### src/rtl/lcd_ctrl.sv
// lcd_ctrl -- HD44780-compatible character-LCD interface controller.
//
// Accepts LCD commands from the load/store unit into a small circular FIFO,
// then replays each one onto the LCD pins as a setup / enable-pulse / hold
// sequence. After the hold phase it waits out the LCD execution time before
// starting the next command. Clear and home commands get the long wait.
//
// Ports:
//   clk_i        system clock
//   rst_i        synchronous, active-high reset
//   cmd_valid_i  LSU presents a command
//   cmd_i        [8] = RS (1 data, 0 instruction), [7:0] = LCD byte
//   cmd_ready_o  FIFO not full; a command is taken on valid && ready
//   lcd_on_i     backlight/power request from the LSU register
//   busy_o       FIFO non-empty or a transaction in progress
//   level_o      number of FIFO entries currently held
//   lcd_on_o     registered copy of lcd_on_i
//   lcd_en_o     LCD enable strobe (register output)
//   lcd_rs_o     LCD register select
//   lcd_rw_o     LCD read/write select, always 0 (write-only)
//   lcd_data_o   LCD data bus
module lcd_ctrl #(
    parameter int DEPTH       = 4,
    parameter int T_SETUP     = 2,
    parameter int T_PW        = 12,
    parameter int T_HOLD      = 2,
    parameter int T_EXEC      = 1850,
    parameter int T_EXEC_LONG = 76000
) (
    input  logic                     clk_i,
    input  logic                     rst_i,
    input  logic                     cmd_valid_i,
    input  logic [8:0]               cmd_i,
    output logic                     cmd_ready_o,
    input  logic                     lcd_on_i,
    output logic                     busy_o,
    output logic [$clog2(DEPTH):0]   level_o,
    output logic                     lcd_on_o,
    output logic                     lcd_en_o,
    output logic                     lcd_rs_o,
    output logic                     lcd_rw_o,
    output logic [7:0]               lcd_data_o
);

    localparam int AW = $clog2(DEPTH);
    localparam int LW = AW + 1;
    localparam int CW = $clog2(T_EXEC_LONG + 1);

    // Counters load "duration - 1" on state entry so that a phase lasting
    // N cycles ends exactly N edges after it was entered.
    localparam logic [CW-1:0] SETUP_LD = CW'(T_SETUP - 1);
    localparam logic [CW-1:0] PW_LD    = CW'(T_PW - 1);
    localparam logic [CW-1:0] HOLD_LD  = CW'(T_HOLD - 1);
    localparam logic [CW-1:0] EXEC_LD  = CW'(T_EXEC - 1);
    localparam logic [CW-1:0] LONG_LD  = CW'(T_EXEC_LONG - 1);
    localparam logic [LW-1:0] FULL     = LW'(DEPTH);

    typedef enum logic [2:0] {
        IDLE,
        SETUP,
        EN_HI,
        HOLD,
        EXEC
    } state_t;

    state_t          state;
    state_t          next_state;
    logic [CW-1:0]   cnt;
    logic [CW-1:0]   cnt_next;
    logic            long_wait;
    logic            long_next;
    logic            pop;
    logic            push;

    logic [8:0]      mem [DEPTH];
    logic [AW-1:0]   rd_ptr;
    logic [AW-1:0]   wr_ptr;
    logic [LW-1:0]   level;
    logic [8:0]      head;
    logic            head_long;

    assign cmd_ready_o = (level != FULL);
    assign push        = cmd_valid_i && cmd_ready_o;
    assign level_o     = level;
    assign head        = mem[rd_ptr];
    assign busy_o      = (state != IDLE) || (level != '0);
    assign lcd_rw_o    = 1'b0;

    // Clear (0x01) and home (0x02/0x03) are the only instructions that need
    // the long execution wait.
    assign head_long = !head[8] && (head[7:2] == 6'd0) && (head[1:0] != 2'd0);

    // FIFO storage. Contents need no reset: the pointers and level decide
    // what is valid.
    always_ff @(posedge clk_i) begin
        if (push) begin
            mem[wr_ptr] <= cmd_i;
        end
    end

    // FIFO pointers and occupancy. Pointers wrap naturally because DEPTH is
    // a power of two; a simultaneous push and pop leaves the level alone.
    always_ff @(posedge clk_i) begin
        if (rst_i) begin
            rd_ptr <= '0;
            wr_ptr <= '0;
            level  <= '0;
        end else begin
            if (push) begin
                wr_ptr <= wr_ptr + 1'b1;
            end
            if (pop) begin
                rd_ptr <= rd_ptr + 1'b1;
            end
            if (push && !pop) begin
                level <= level + 1'b1;
            end else if (pop && !push) begin
                level <= level - 1'b1;
            end
        end
    end

    // Next-state logic. A pop happens either from IDLE or directly at the
    // end of EXEC, so back-to-back commands never see an idle bubble.
    always_comb begin
        next_state = state;
        cnt_next   = cnt;
        long_next  = long_wait;
        pop        = 1'b0;
        case (state)
            IDLE: begin
                if (level != '0) begin
                    pop        = 1'b1;
                    next_state = SETUP;
                    cnt_next   = SETUP_LD;
                    long_next  = head_long;
                end
            end
            SETUP: begin
                if (cnt == '0) begin
                    next_state = EN_HI;
                    cnt_next   = PW_LD;
                end else begin
                    cnt_next = cnt - 1'b1;
                end
            end
            EN_HI: begin
                if (cnt == '0) begin
                    next_state = HOLD;
                    cnt_next   = HOLD_LD;
                end else begin
                    cnt_next = cnt - 1'b1;
                end
            end
            HOLD: begin
                if (cnt == '0) begin
                    next_state = EXEC;
                    cnt_next   = long_wait ? LONG_LD : EXEC_LD;
                end else begin
                    cnt_next = cnt - 1'b1;
                end
            end
            EXEC: begin
                if (cnt == '0) begin
                    if (level != '0) begin
                        pop        = 1'b1;
                        next_state = SETUP;
                        cnt_next   = SETUP_LD;
                        long_next  = head_long;
                    end else begin
                        next_state = IDLE;
                        cnt_next   = '0;
                    end
                end else begin
                    cnt_next = cnt - 1'b1;
                end
            end
            default: begin
                next_state = IDLE;
                cnt_next   = '0;
            end
        endcase
    end

    // State register and pin drivers. EN is registered from the next state
    // so it is glitch-free and high only while in EN_HI. RS/data are only
    // updated on a pop, so they stay stable between commands.
    always_ff @(posedge clk_i) begin
        if (rst_i) begin
            state      <= IDLE;
            cnt        <= '0;
            long_wait  <= 1'b0;
            lcd_en_o   <= 1'b0;
            lcd_rs_o   <= 1'b0;
            lcd_data_o <= 8'd0;
        end else begin
            state     <= next_state;
            cnt       <= cnt_next;
            long_wait <= long_next;
            lcd_en_o  <= (next_state == EN_HI);
            if (pop) begin
                lcd_rs_o   <= head[8];
                lcd_data_o <= head[7:0];
            end
        end
    end

    // Power/backlight request is simply re-timed, independent of the FSM.
    always_ff @(posedge clk_i) begin
        if (rst_i) begin
            lcd_on_o <= 1'b0;
        end else begin
            lcd_on_o <= lcd_on_i;
        end
    end

endmodule

### config.mk
export PLATFORM = sky130hd
export DESIGN_NAME = lcd_ctrl
export DESIGN_NICKNAME = d
export VERILOG_FILES = /design/src/rtl/lcd_ctrl.sv
export SDC_FILE = /design/constraint.sdc
export NUM_CORES = 1
export LEC_CHECK = 0
export ABC_AREA = 1
export ABC_CLOCK_PERIOD_IN_PS = 2500
export CORE_MARGIN = 3
export CORE_UTILIZATION = 49
export DETAILED_ROUTE_END_ITERATION = 10
export DONT_BUFFER_PORTS = 1
export GPL_ROUTABILITY_DRIVEN = 0
export PLACE_DENSITY = 0.66
export SYNTH_ARGS = -nofsm -noshare
export SYNTH_HDL_FRONTEND = slang
export SYNTH_SLANG_ARGS = --single-unit
### constraint.sdc
create_clock -name clk_i -period 2.5 [get_ports clk_i]
set_clock_uncertainty 0.05 [all_clocks]
set_input_delay 0.5 -clock clk_i [delete_from_list [all_inputs] [get_ports clk_i]]
set_output_delay 0.5 -clock clk_i [all_outputs]
set_load 0.02 [all_outputs]
==> summary.txt, run 1 <==
Status
  • Run status: finished clean

Detailed routing
  • Avg WL per Cell: between 10 and 15 um
  • Post-DR vias/cell: approximately 5.0
  • DRC violations left: 0
  • Count of vias placed by the detailed router: between 2000 and 3000
  • Number of nets still failing antenna checks after routing: 0
  • DR iter-0 viols: between 100 and 150
  • Drt first pass iters: 5
  • Wire length reported by the detailed router: approximately 7.3 mm

Synthesis
  • Leading area contributor after synthesis: sky130_fd_sc_hd__edfxtp_1
  • Area contributors post-synth: sky130_fd_sc_hd__edfxtp_1 (30%), sky130_fd_sc_hd__dfxtp_1 (23%), sky130_fd_sc_hd__nand2_1 (10%)
  • Syn_nets: around 450
  • Count of different cell masters after synthesis: 35
  • Instance count of the mapped netlist: approximately 430
  • Mean area per synthesized cell: approximately 8.5 um^2
  • Synth Warn #: 0
  • FF+latch count, synth: 77
  • Area of the mapped netlist: between 3000 and 4000 um^2
  • Area share of the largest cell type after synthesis: between 20% and 30%
  • Share of the yosys chip area belonging to registers: a little over half

Setup path
  • Worst Path Required: 2.69 ns
  • Crit path DAT: approximately 2.5 ns
  • Start point of the critical path: cnt[0]$_SDFFE_PP0P_
  • CP startpoint kind: register
  • Max FO, Critical Path: 3
  • Worst setup path endpoint: level_o[1]$_SDFFE_PP0P_
  • End of the worst register-to-register path: level_o[1]$_SDFFE_PP0P_
  • FF-to-FF path depth: 14
  • Register-to-register setup slack: about 0.18 ns
  • Endpoint kind of the worst setup timing path: register
  • Critical register-to-register path startpoint: cnt[0]$_SDFFE_PP0P_
  • Setup Crit Path Kind: reg -> reg

GRT
  • Maximum number of pins on one net before global-route repair: 24
  • Global-route usage over all layers: roughly 18%
  • Antenna violations before repair: 0
  • Remaining global-route overflow: 0
  • Wire length of the first global-routing pass: 12.1 mm
  • Number of global-route vias before repair: between 2000 and 3000

Die
  • Die span in x: approximately 92 um
  • Area of the core region: between 6000 and 7000 um^2
  • Chip height: 91.8 um
  • Number of placed I/O pins: 30
  • FP Rows: 30
  • Starting density of the core: around half
  • Die Area: 8420 um^2

Placement
  • Area of placed instances: around 3800 um^2
  • Count of input and output buffers: 0
  • Sum of net half-perimeters after detailed placement: about 5 mm

Layout
  • Count of antenna diodes in the layout: 0
  • Post-Layout Inst Area: 4040 um^2
  • Number of nets in the finished design: roughly 460
  • Most common library cell in the layout ignoring fill and taps: sky130_fd_sc_hd__nand2_1
  • Leading cell types in the layout, fill and taps excluded: sky130_fd_sc_hd__nand2_1 (99), sky130_fd_sc_hd__nor2_1 (56), sky130_fd_sc_hd__inv_1 (44)
  • Fill cells: between 600 and 700
  • Layout cell share with drive strength beyond 1: between 10% and 20%
  • Layout overhead on the synthesized area: 12.0%

Clock network
  • Maximum buffer depth of the clock tree: 2
  • Clk pin slew, worst setup/hold paths: approximately 0.080 ns
  • TritonCTS clock tree: done
  • Total CTS buffers: 9
  • Clock latency reported for the late side of the worst-skew pair: 0.35 ns
  • Sink count of the clock tree: 77
  • Number of hold buffers added after cts: 0
  • CTS root buf: sky130_fd_sc_hd__clkbuf_8
  • H-tree depth: 3

Hold path
  • Type of the worst min-delay path: in -> reg

Timing
  • Final period util: between 90 and 100%
  • Max frequency: approximately 430 MHz
  • Setup tns final: 0 ns
  • Total of endpoints with negative setup slack in the final report: 0
  • Minimum period implied by the final worst setup slack: ~2.3 ns
  • Slew of the pin with the lowest slew margin: 0.516 ns
  • Unrepaired setup endpoints after global routing: false
  • Final number of max-transition violations: 0
  • Hold Fails Final Rpt: 0
  • Worst relative slew slack: between 60% and 70%

Power
  • Part of the power in the clock network: between 15 and 20%
  • Comb pwr share: approximately half
  • Net switching power figure: 2.74 mW
  • Part of the total power dissipated in sequential elements: a little under a third
  • Highest ir drop seen on vdd: approximately 0.00063 V
  • Pint: between 3 and 4 mW
  • Power after layout: slightly above 6 mW
  • Power density normalized to cell area: between 1500 and 2000 nW/um^2
  • Net switching fraction of the power: 44.3%
  • Leakage power of the design: roughly 1.7 nW

Run
  • Count of maximum capacitance violations: 0
[cell families after synthesis]
logic type | Yosys count | share of synthesized area (%)
AO/OA/AOI/OAI | 73 | 11.4
adder cells (fa/ha/maj) | 7 | 2.64
XOR/XNOR | 10 | 2.43
buffers and inverters | 59 | 6.90
flip-flops | 77 | 52.7
AND/OR/NAND/NOR | 198 | 23.8
other | 1 | 0.104
[synth_stat cells]
| cell | instances |
|---|---|
| sky130_fd_sc_hd__nand2_2 | 3 |
| sky130_fd_sc_hd__xnor2_1 | 2 |
| sky130_fd_sc_hd__nor2_1 | 56 |
| sky130_fd_sc_hd__nand2_1 | 99 |
| sky130_fd_sc_hd__buf_6 | 2 |
| sky130_fd_sc_hd__o22ai_1 | 3 |
| sky130_fd_sc_hd__nand4_1 | 1 |
| sky130_fd_sc_hd__nand3_1 | 26 |
| sky130_fd_sc_hd__buf_2 | 4 |
| sky130_fd_sc_hd__conb_1 | 1 |
| sky130_fd_sc_hd__a22oi_1 | 1 |
| sky130_fd_sc_hd__o21ai_1 | 7 |
| sky130_fd_sc_hd__nor2_4 | 1 |
| sky130_fd_sc_hd__nand3b_1 | 1 |
| sky130_fd_sc_hd__edfxtp_1 | 36 |
| sky130_fd_sc_hd__nor2_2 | 4 |
| sky130_fd_sc_hd__ha_1 | 6 |
| sky130_fd_sc_hd__a31oi_1 | 1 |
| sky130_fd_sc_hd__nand3_4 | 1 |
| sky130_fd_sc_hd__nand2_4 | 2 |
| sky130_fd_sc_hd__nor4_1 | 1 |
| sky130_fd_sc_hd__inv_1 | 44 |
| sky130_fd_sc_hd__a21oi_1 | 30 |
| sky130_fd_sc_hd__dfxtp_1 | 41 |
| sky130_fd_sc_hd__clkbuf_1 | 4 |
| sky130_fd_sc_hd__inv_2 | 3 |
| sky130_fd_sc_hd__o211ai_1 | 5 |
| sky130_fd_sc_hd__a21oi_2 | 6 |
| sky130_fd_sc_hd__nor2_8 | 1 |
| sky130_fd_sc_hd__buf_4 | 2 |
| sky130_fd_sc_hd__o21ai_0 | 19 |
| sky130_fd_sc_hd__nor3_1 | 2 |
| sky130_fd_sc_hd__o21ai_2 | 1 |
| sky130_fd_sc_hd__fa_1 | 1 |
| sky130_fd_sc_hd__xor2_1 | 8 |
[sequential cells by signal (all words and copies together), names as in the netlist, named ones only]
name and count:
state 3, lcd_en_o 1, long_wait 1, mem 36
level_o 3, cnt 17, lcd_rs_o 1, rd_ptr 2
lcd_data_o 8, lcd_on_o 1, wr_ptr 2
[how the worst min path moves through the flow]
stage | from | to | cells after the start | slack, ns
2_1_floorplan | cnt[0]$_SDFFE_PP0P_ | cnt[0]$_SDFFE_PP0P_ | 2 | 0.40
3_3_place_gp | cnt[4]$_SDFFE_PP0P_ | cnt[4]$_SDFFE_PP0P_ | 2 | 0.41
3_5_place_dp | cnt[0]$_SDFFE_PP0P_ | cnt[0]$_SDFFE_PP0P_ | 2 | 0.42
4_1_cts | rst_i | lcd_data_o[0]$_SDFFE_PP0P_ | 1 | 0.14
5_1_grt | rst_i | lcd_data_o[0]$_SDFFE_PP0P_ | 1 | 0.14
6_report | rst_i | lcd_data_o[1]$_SDFFE_PP0P_ | 1 | 0.16
[power by group through the flow]
stage          clock network (mW)  logic [mW]  registers [mW]
3_5_place_dp                    0        3.03            1.93
6_report                     1.14        3.14            1.90
5_1_grt                      1.22        3.55            1.94
2_1_floorplan                   0        2.44            1.88
4_1_cts                      1.16        3.05            1.91
3_3_place_gp                    0        2.99            1.93
[timing repair]
| item | in CTS | in global routing |
|---|---|---|
| setup endpoints to repair | 0 | 2 |
| buffers inserted | 0 | 4 |
| resized for setup | 0 | 2 |
[metrics by stage]
| stage | setup WS (ns) | std cells | utilization (%) | hold slack [ns] |
|---|---|---|---|---|
| final | 0.183 | 543 | 57.9 | 0.161 |
| after global routing | 0.0280 | 543 | 57.9 | 0.140 |
| after CTS | 0.126 | 539 | 57.4 | 0.140 |
| after detailed placement | 0.139 | 523 | 53.8 | 0.419 |
| after global placement | 0.232 | 523 | 53.8 | 0.414 |
| after floorplan | 0.185 | 425 | - | 0.401 |
[metal layers]
metal  GRT usage [%]  share of wire, %  vias to the layer above
met5               0                 0                        -
met4            8.54               1.9                        0
met3            5.50               4.6                       10
met2            33.4                52                       47
met1            19.5                41                     1259
li1                -                 -                     1418
[worst max-delay path: stages (launching register included)]
cell and delay, ns:
sky130_fd_sc_hd__dfxtp_1 0.32, sky130_fd_sc_hd__inv_1 0.10, sky130_fd_sc_hd__ha_1 0.21, sky130_fd_sc_hd__nand2_2 0.10, sky130_fd_sc_hd__nor2_4 0.13, sky130_fd_sc_hd__nand3_4 0.09
sky130_fd_sc_hd__nand2_4 0.08, sky130_fd_sc_hd__nand2_4 0.06, sky130_fd_sc_hd__nor2_8 0.08, sky130_fd_sc_hd__inv_1 0.06, sky130_fd_sc_hd__ha_1 0.19, sky130_fd_sc_hd__inv_1 0.10
sky130_fd_sc_hd__fa_2 0.44, sky130_fd_sc_hd__o21ai_0 0.14, sky130_fd_sc_hd__a21oi_1 0.05
[final cells by class]
type,instances,area [um^2],area share (%)
inverter,47,176,4.37
multi-input combinational,289,1460,36.1
sequential,77,1900,47.1
tap,96,120,2.97
timing repair buffer,18,135,3.34
clock inverter,5,108,2.66
clock buffer,11,141,3.50
(Power assumes the default switching activity.)
==> run 2: changes to the inputs <==
- CTS_BUF_LIST: unset -> sky130_fd_sc_hd__clkbuf_16
==> summary.txt, run 2 (synthesized netlist as in run 1, its figures left out) <==
Setup path
  • CP startpoint kind: register (unchanged)
  • Setup Crit Path Kind: reg -> reg (unchanged)
  • Crit-path slowest cell: sky130_fd_sc_hd__fa_2 (unchanged)
  • Worst Path Required: 2.66 ns (was 2.69 ns)
  • Most repeated library cell on the critical path: sky130_fd_sc_hd__inv_1 (unchanged)
  • Crit path DAT: 2.49 ns (was 2.51 ns)
  • Critical register-to-register path startpoint: cnt[0]$_SDFFE_PP0P_ (unchanged)
  • Max FO, Critical Path: 3 (unchanged)
  • Largest stage delay, worst path: 0.44 ns (about the same)
  • FF-to-FF path depth: 14 (unchanged)
  • CP cell instances: inv_1 -> ha_1 -> nand2_2 -> nor2_4 -> nand3_4 -> nand2_4 -> nand2_4 -> nor2_8 -> inv_1 -> ha_1 -> inv_1 -> fa_2 -> o21ai_0 -> a21oi_1 (unchanged)
  • End of the worst register-to-register path: level_o[1]$_SDFFE_PP0P_ (unchanged)
  • Endpoint kind of the worst setup timing path: register (unchanged)
  • Register-to-register setup slack: 0.17 ns (was 0.18 ns)

Hold path
  • Worst Hold Path Cells: 1 (unchanged)
  • Type of the worst min-delay path: in -> reg (unchanged)
  • Beginning of the worst hold path: rst_i (unchanged)
  • Hold Crit Endpoint: lcd_data_o[0]$_SDFFE_PP0P_ (was lcd_data_o[1]$_SDFFE_PP0P_)

Detailed routing
  • DR iter-0 viols: 134 (was 120)
  • Drt first pass iters: 4 (was 5)
  • Number of nets still failing antenna checks after routing: 0 (unchanged)
  • Count of vias placed by the detailed router: 2744 (was 2734)
  • Wire length reported by the detailed router: 7.35 mm (was 7.28 mm)
  • Avg WL per Cell: 13.5 um (was 13.4 um)
  • Post-DR vias/cell: 5.05 (was 5.03)
  • DRC violations left: 0 (unchanged)

Die
  • Starting density of the core: 51.6% (unchanged)
  • Die span in x: 91.8 um (unchanged)
  • Area of the core region: 6980 um^2 (unchanged)
  • Chip height: 91.8 um (unchanged)
  • Number of placed I/O pins: 30 (unchanged)
  • Die Area: 8420 um^2 (unchanged)
  • FP Rows: 30 (unchanged)

Clock network
  • Clk pin slew, worst setup/hold paths: 0.06 ns (was 0.08 ns)
  • Maximum buffer depth of the clock tree: 2 (unchanged)
  • Sink count of the clock tree: 77 (unchanged)
  • CTS root buf: sky130_fd_sc_hd__clkbuf_16 (was sky130_fd_sc_hd__clkbuf_8)
  • TritonCTS clock tree: done (unchanged)
  • Clock latency reported for the late side of the worst-skew pair: 0.33 ns (was 0.35 ns)
  • Total CTS buffers: 9 (unchanged)
  • Number of hold buffers added after cts: 0 (unchanged)
  • H-tree depth: 3 (unchanged)

Power
  • Net switching power figure: 2.78 mW (was 2.74 mW)
  • Leakage power of the design: 1.75 nW (was 1.70 nW)
  • Pint: 3.72 mW (was 3.44 mW)
  • Highest ir drop seen on vdd: 0.000761 V (was 0.000630 V)
  • Comb pwr share: 48.3% (was 50.7%)
  • Part of the power in the clock network: 22.3% (was 18.5%)
  • Part of the total power dissipated in sequential elements: 29.4% (was 30.8%)
  • Power density normalized to cell area: 1580 nW/um^2 (was 1530 nW/um^2)
  • Net switching fraction of the power: 42.8% (was 44.3%)
  • Power after layout: 6.51 mW (was 6.19 mW)

Timing
  • Worst setup slack after layout: 0.174 ns (was 0.183 ns)
  • Hold Fails Final Rpt: 0 (unchanged)
  • Minimum period implied by the final worst setup slack: 2.33 ns (was 2.32 ns)
  • Max frequency: 430 MHz (was 432 MHz)
  • Setup tns final: 0 ns (unchanged)
  • Total of endpoints with negative setup slack in the final report: 0 (unchanged)
  • Final number of max-transition violations: 0 (unchanged)
  • Final period util: 93.0% (was 92.7%)
  • Slew of the pin with the lowest slew margin: 0.521 ns (was 0.516 ns)
  • Worst relative slew slack: 65.2% (was 65.5%)
  • Unrepaired setup endpoints after global routing: false (unchanged)

Layout
  • Number of nets in the finished design: 462 (unchanged)
  • Layout overhead on the synthesized area: 14.6% (was 12.0%)
  • Most common library cell in the layout ignoring fill and taps: sky130_fd_sc_hd__nand2_1 (unchanged)
  • Layout cell share with drive strength beyond 1: 12.3% (was 12.5%)
  • Biggest registers after layout: mem x36, cnt x17, lcd_data_o x8 (unchanged)
  • Largest Register: mem (unchanged)
  • Non-filler cells, final: 543 (unchanged)
  • Leading cell types in the layout, fill and taps excluded: sky130_fd_sc_hd__nand2_1 (99), sky130_fd_sc_hd__nor2_1 (56), sky130_fd_sc_hd__inv_1 (45) (was sky130_fd_sc_hd__nand2_1 (99), sky130_fd_sc_hd__nor2_1 (56), sky130_fd_sc_hd__inv_1 (44))
  • Max FFs per register: 36 (unchanged)
  • Count of antenna diodes in the layout: 0 (unchanged)

GRT
  • Global-route usage over all layers: 18.5% (was 18.4%)
  • Antenna violations before repair: 0 (unchanged)
  • Remaining global-route overflow: 0 (unchanged)
  • Maximum number of pins on one net before global-route repair: 24 (unchanged)
  • Number of global-route vias before repair: 2667 (was 2661)
  • Wire length of the first global-routing pass: 12.1 mm (about the same)

Placement
  • Count of input and output buffers: 0 (unchanged)
  • Place WS: 0.139 ns (unchanged)
  • Sum of net half-perimeters after detailed placement: 5.09 mm (unchanged)
  • Dpl cells: 523 (unchanged)

Run
  • Count of maximum capacitance violations: 0 (unchanged)

Status
  • Run status: finished clean (unchanged)
==> run 2: cell types whose count changed in the layout (fill, tap and decap cells not counted) <==
cell,before,now
sky130_fd_sc_hd__clkbuf_8,10,0
sky130_fd_sc_hd__clkbuf_16,0,9
sky130_fd_sc_hd__clkbuf_1,1,0
sky130_fd_sc_hd__clkinv_1,0,1
sky130_fd_sc_hd__inv_1,44,45
==> run 2: stage by stage <==
stage	hold slack, ns	cell area (um^2)	utilization [%]
finish	0.185	4130	59.2
detailed placement	0.419	3760	53.8
CTS	0.169	4100	58.7
global route	0.172	4130	59.2
global placement	0.414	3760	53.8
floorplan	0.401	3610	-
==> run 2: power groups by stage <==
stage	Combinational [mW]	Clock [mW]	Sequential, mW
floorplan	2.44	0	1.88
global placement	2.99	0	1.93
detailed placement	3.03	0	1.93
CTS	3.05	1.49	1.91
global route	3.55	1.54	1.95
finish	3.14	1.45	1.91
==> run 2: timing repair <==
item	CTS	global route
endpoints found under the setup margin	0	2
resized for setup	0	2
buffers inserted	0	4
==> run 2: layout make-up <==
class                      count  area, um^2
multi-input combinational    289        1460
tap                           96         120
fill                         614        2850
clock buffer                   9         225
timing repair buffer          18         135
inverter                      47         176
clock inverter                 7         115
sequential                    77        1900
==> run 2: metal layers <==
metal	part of all wire (%)	track usage, %
met5	0	0
met1	41	19.5
met3	4.2	4.59
met4	1.5	10.3
met2	53	33.7
==> run 2: worst max-delay path by stage <==
| stage | start | endpoint | slack [ns] | cells past startpoint |
|---|---|---|---|---|
| after detailed placement | cnt[0]$_SDFFE_PP0P_ | level_o[1]$_SDFFE_PP0P_ | 0.14 | 14 |
| after CTS | cnt[0]$_SDFFE_PP0P_ | level_o[2]$_SDFFE_PP0P_ | 0.11 | 17 |
| after floorplan | cnt[0]$_SDFFE_PP0P_ | level_o[1]$_SDFFE_PP0P_ | 0.19 | 14 |
| final | cnt[0]$_SDFFE_PP0P_ | level_o[1]$_SDFFE_PP0P_ | 0.17 | 14 |
| after global placement | cnt[0]$_SDFFE_PP0P_ | level_o[1]$_SDFFE_PP0P_ | 0.23 | 14 |
| after global routing | cnt[0]$_SDFFE_PP0P_ | level_o[1]$_SDFFE_PP0P_ | 0.02 | 14 |
==> run 2: worst max-delay path, delay by kind of cell, from the launching register on <==
family | cells | cell delay, ns
buffers and inverters | 3 | 0.26
AND/OR/NAND/NOR | 6 | 0.54
flip-flops | 1 | 0.32
adder cells (fa/ha/maj) | 3 | 0.84
AO/OA/AOI/OAI | 2 | 0.19
==> run 3: changes to the inputs <==
- ABC_CLOCK_PERIOD_IN_PS: 2500 -> 1900
- GPL_TIMING_DRIVEN: unset -> 0
- PLACE_DENSITY: 0.66 -> 0.77
- clock period: 2.5 -> 1.9 ns (I/O delays scaled with it)
==> summary.txt, run 3 (synthesized netlist as in run 1, its figures left out) <==
Run
  • Count of maximum capacitance violations: 0 (unchanged)

Die
  • Chip height: 91.8 um (unchanged)
  • Number of placed I/O pins: 30 (unchanged)
  • Die Area: 8420 um^2 (unchanged)
  • Starting density of the core: 51.6% (unchanged)
  • Area of the core region: 6980 um^2 (unchanged)
  • Die span in x: 91.8 um (unchanged)
  • FP Rows: 30 (unchanged)

Timing
  • Final number of max-transition violations: 0 (unchanged)
  • Total of endpoints with negative setup slack in the final report: 4 (was 0)
  • Unrepaired setup endpoints after global routing: true (was false)
  • Max frequency: 470 MHz (was 430 MHz)
  • Worst setup slack after layout: -0.226 ns (was 0.174 ns)
  • Final period util: 112% (was 93.0%)
  • Hold Fails Final Rpt: 0 (unchanged)
  • Minimum period implied by the final worst setup slack: 2.13 ns (was 2.33 ns)
  • Slew of the pin with the lowest slew margin: 0.640 ns (was 0.521 ns)
  • Setup tns final: -0.480 ns (was 0 ns)
  • Worst relative slew slack: 57.4% (was 65.2%)
  • Final hold slack: 0.0456 ns (was 0.185 ns)

Clock network
  • H-tree depth: 3 (unchanged)
  • CTS root buf: sky130_fd_sc_hd__clkbuf_16 (unchanged)
  • Number of hold buffers added after cts: 0 (unchanged)
  • TritonCTS clock tree: done (unchanged)
  • Sink count of the clock tree: 77 (unchanged)
  • Maximum buffer depth of the clock tree: 2 (unchanged)
  • Clk pin slew, worst setup/hold paths: 0.07 ns (was 0.06 ns)
  • Clock latency reported for the late side of the worst-skew pair: 0.33 ns (about the same)
  • Total CTS buffers: 9 (unchanged)

Layout
  • Biggest registers after layout: mem x36, cnt x17, lcd_data_o x8 (unchanged)
  • Layout Utilization: 63.3% (was 59.2%)
  • Layout cell share with drive strength beyond 1: 26.3% (was 12.3%)
  • Sequential cell area: 1920 um^2 (was 1900 um^2)
  • Non-filler cells, final: 567 (was 543)
  • Max FFs per register: 36 (unchanged)
  • Most common library cell in the layout ignoring fill and taps: sky130_fd_sc_hd__nand2_1 (unchanged)
  • Layout overhead on the synthesized area: 22.5% (was 14.6%)
  • Leading cell types in the layout, fill and taps excluded: sky130_fd_sc_hd__nand2_1 (92), sky130_fd_sc_hd__nor2_1 (43), sky130_fd_sc_hd__inv_1 (37) (was sky130_fd_sc_hd__nand2_1 (99), sky130_fd_sc_hd__nor2_1 (56), sky130_fd_sc_hd__inv_1 (45))
  • Largest Register: mem (unchanged)
  • Fill cells: 557 (was 614)
  • Number of nets in the finished design: 486 (was 462)
  • Post-Layout Inst Area: 4420 um^2 (was 4130 um^2)
  • Area taken by multi-input logic gates: 1590 um^2 (was 1460 um^2)
  • Count of antenna diodes in the layout: 0 (unchanged)

GRT
  • Antenna violations before repair: 0 (unchanged)
  • Global-route usage over all layers: 20.8% (was 18.5%)
  • Remaining global-route overflow: 0 (unchanged)
  • Wire length of the first global-routing pass: 13.9 mm (was 12.1 mm)
  • Number of global-route vias before repair: 3036 (was 2667)
  • Maximum number of pins on one net before global-route repair: 17 (was 24)

Detailed routing
  • DR iter-0 viols: 183 (was 134)
  • DRC violations left: 0 (unchanged)
  • Count of vias placed by the detailed router: 2972 (was 2744)
  • Avg WL per Cell: 15.0 um (was 13.5 um)
  • Number of nets still failing antenna checks after routing: 0 (unchanged)
  • Drt first pass iters: 4 (unchanged)
  • Post-DR vias/cell: 5.24 (was 5.05)
  • Wire length reported by the detailed router: 8.51 mm (was 7.35 mm)

Setup path
  • Crit-path slowest cell: sky130_fd_sc_hd__fa_2 (unchanged)
  • Kind of cell with the highest combined delay on the critical path: simple AND/OR/NAND/NOR gates (was adder cells)
  • Endpoint kind of the worst setup timing path: register (unchanged)
  • CP startpoint kind: register (unchanged)
  • Setup Crit Path Kind: reg -> reg (unchanged)
  • Max FO, Critical Path: 2 (was 3)
  • CP cell instances: nor2_4 -> nand2_2 -> nor2_4 -> nand3_4 -> nand2_4 -> nand2_4 -> nor2_8 -> inv_4 -> ha_4 -> inv_4 -> fa_2 -> o21ai_2 -> a21oi_1 (was inv_1 -> ha_1 -> nand2_2 -> nor2_4 -> nand3_4 -> nand2_4 -> nand2_4 -> nor2_8 -> inv_1 -> ha_1 -> inv_1 -> fa_2 -> o21ai_0 -> a21oi_1)
  • Largest stage delay, worst path: 0.42 ns (was 0.44 ns)
  • Crit path DAT: 2.30 ns (was 2.49 ns)
  • Worst Path Required: 2.07 ns (was 2.66 ns)
  • CP Buf/Inv Count: 2 (was 3)

Power
  • Leakage power of the design: 1.85 nW (was 1.75 nW)
  • Part of the power in the clock network: 17.5% (was 22.3%)
  • Net switching power figure: 4.33 mW (was 2.78 mW)
  • Power after layout: 9.54 mW (was 6.51 mW)
  • Highest ir drop seen on vdd: 0.000765 V (was 0.000761 V)
  • Pint: 5.21 mW (was 3.72 mW)
  • Part of the total power dissipated in sequential elements: 27.2% (was 29.4%)
  • Net switching fraction of the power: 45.4% (was 42.8%)
  • Power density normalized to cell area: 2160 nW/um^2 (was 1580 nW/um^2)
  • Comb pwr share: 55.3% (was 48.3%)

Hold path
  • Type of the worst min-delay path: in -> reg (unchanged)

Placement
  • Place WS: -0.413 ns (was 0.139 ns)
  • Dpl cells: 521 (was 523)
  • Count of input and output buffers: 0 (unchanged)
  • Area of placed instances: 3770 um^2 (was 3760 um^2)
  • Sum of net half-perimeters after detailed placement: 5.36 mm (was 5.09 mm)

Status
  • Violated checks: negative setup slack
  • Run status: finished with violations (was finished clean)
## run 3: cell count changes in the layout (fill, tap and decap cells not counted), moves of 4 or more
| cell | delta |
|---|---|
| sky130_fd_sc_hd__nor2_1 | -13 |
| sky130_fd_sc_hd__nor2_2 | +8 |
| sky130_fd_sc_hd__buf_4 | +15 |
| sky130_fd_sc_hd__dfxtp_1 | -13 |
| sky130_fd_sc_hd__dfxtp_2 | +12 |
| sky130_fd_sc_hd__inv_1 | -8 |
| sky130_fd_sc_hd__nand2_2 | +4 |
| sky130_fd_sc_hd__nand2_1 | -7 |
| sky130_fd_sc_hd__inv_2 | +5 |
| sky130_fd_sc_hd__nor2_4 | +5 |
## run 3: power groups by stage
stage | clock network, mW | registers, mW | logic, mW
floorplan | 0 | 2.48 | 3.33
global placement | 0 | 2.55 | 3.99
detailed placement | 0 | 2.56 | 4.10
CTS | 1.67 | 2.54 | 4.76
global route | 1.76 | 2.64 | 5.85
finish | 1.67 | 2.60 | 5.27
## run 3: layer usage
metal  global-route usage, %  wire, um
met5                       0         0
met4                    8.91       243
met3                    6.40       486
met2                    36.5      4300
met1                    23.2      3480
## run 3: worst paths after layout
path | start | cells after the start | to | slack [ns]
max | cnt[11]$_SDFFE_PP0P_ | 13 | level_o[1]$_SDFFE_PP0P_ | -0.23
min | rst_i | 1 | cnt[0]$_SDFFE_PP0P_ | 0.05
max reg2reg | cnt[11]$_SDFFE_PP0P_ | 13 | level_o[1]$_SDFFE_PP0P_ | -0.23
min reg2reg | long_wait$_SDFFE_PP0P_ | 2 | long_wait$_SDFFE_PP0P_ | 0.44
## run 3: repair_timing
| action | 4_1_cts | 5_1_grt |
|---|---|---|
| buffers inserted | 25 | 7 |
| setup endpoints to repair | 53 | 19 |
| pin swaps | 15 | 10 |
| gates resized for setup | 26 | 25 |
## run 3: final cells by class
cell class,instances,share of cell area [%]
sequential,77,43.5
multi-input combinational,289,36.0
timing repair buffer,31,5.35
clock buffer,9,5.10
inverter,47,4.11
tap,96,2.72
buffer,11,1.67
clock inverter,7,1.53
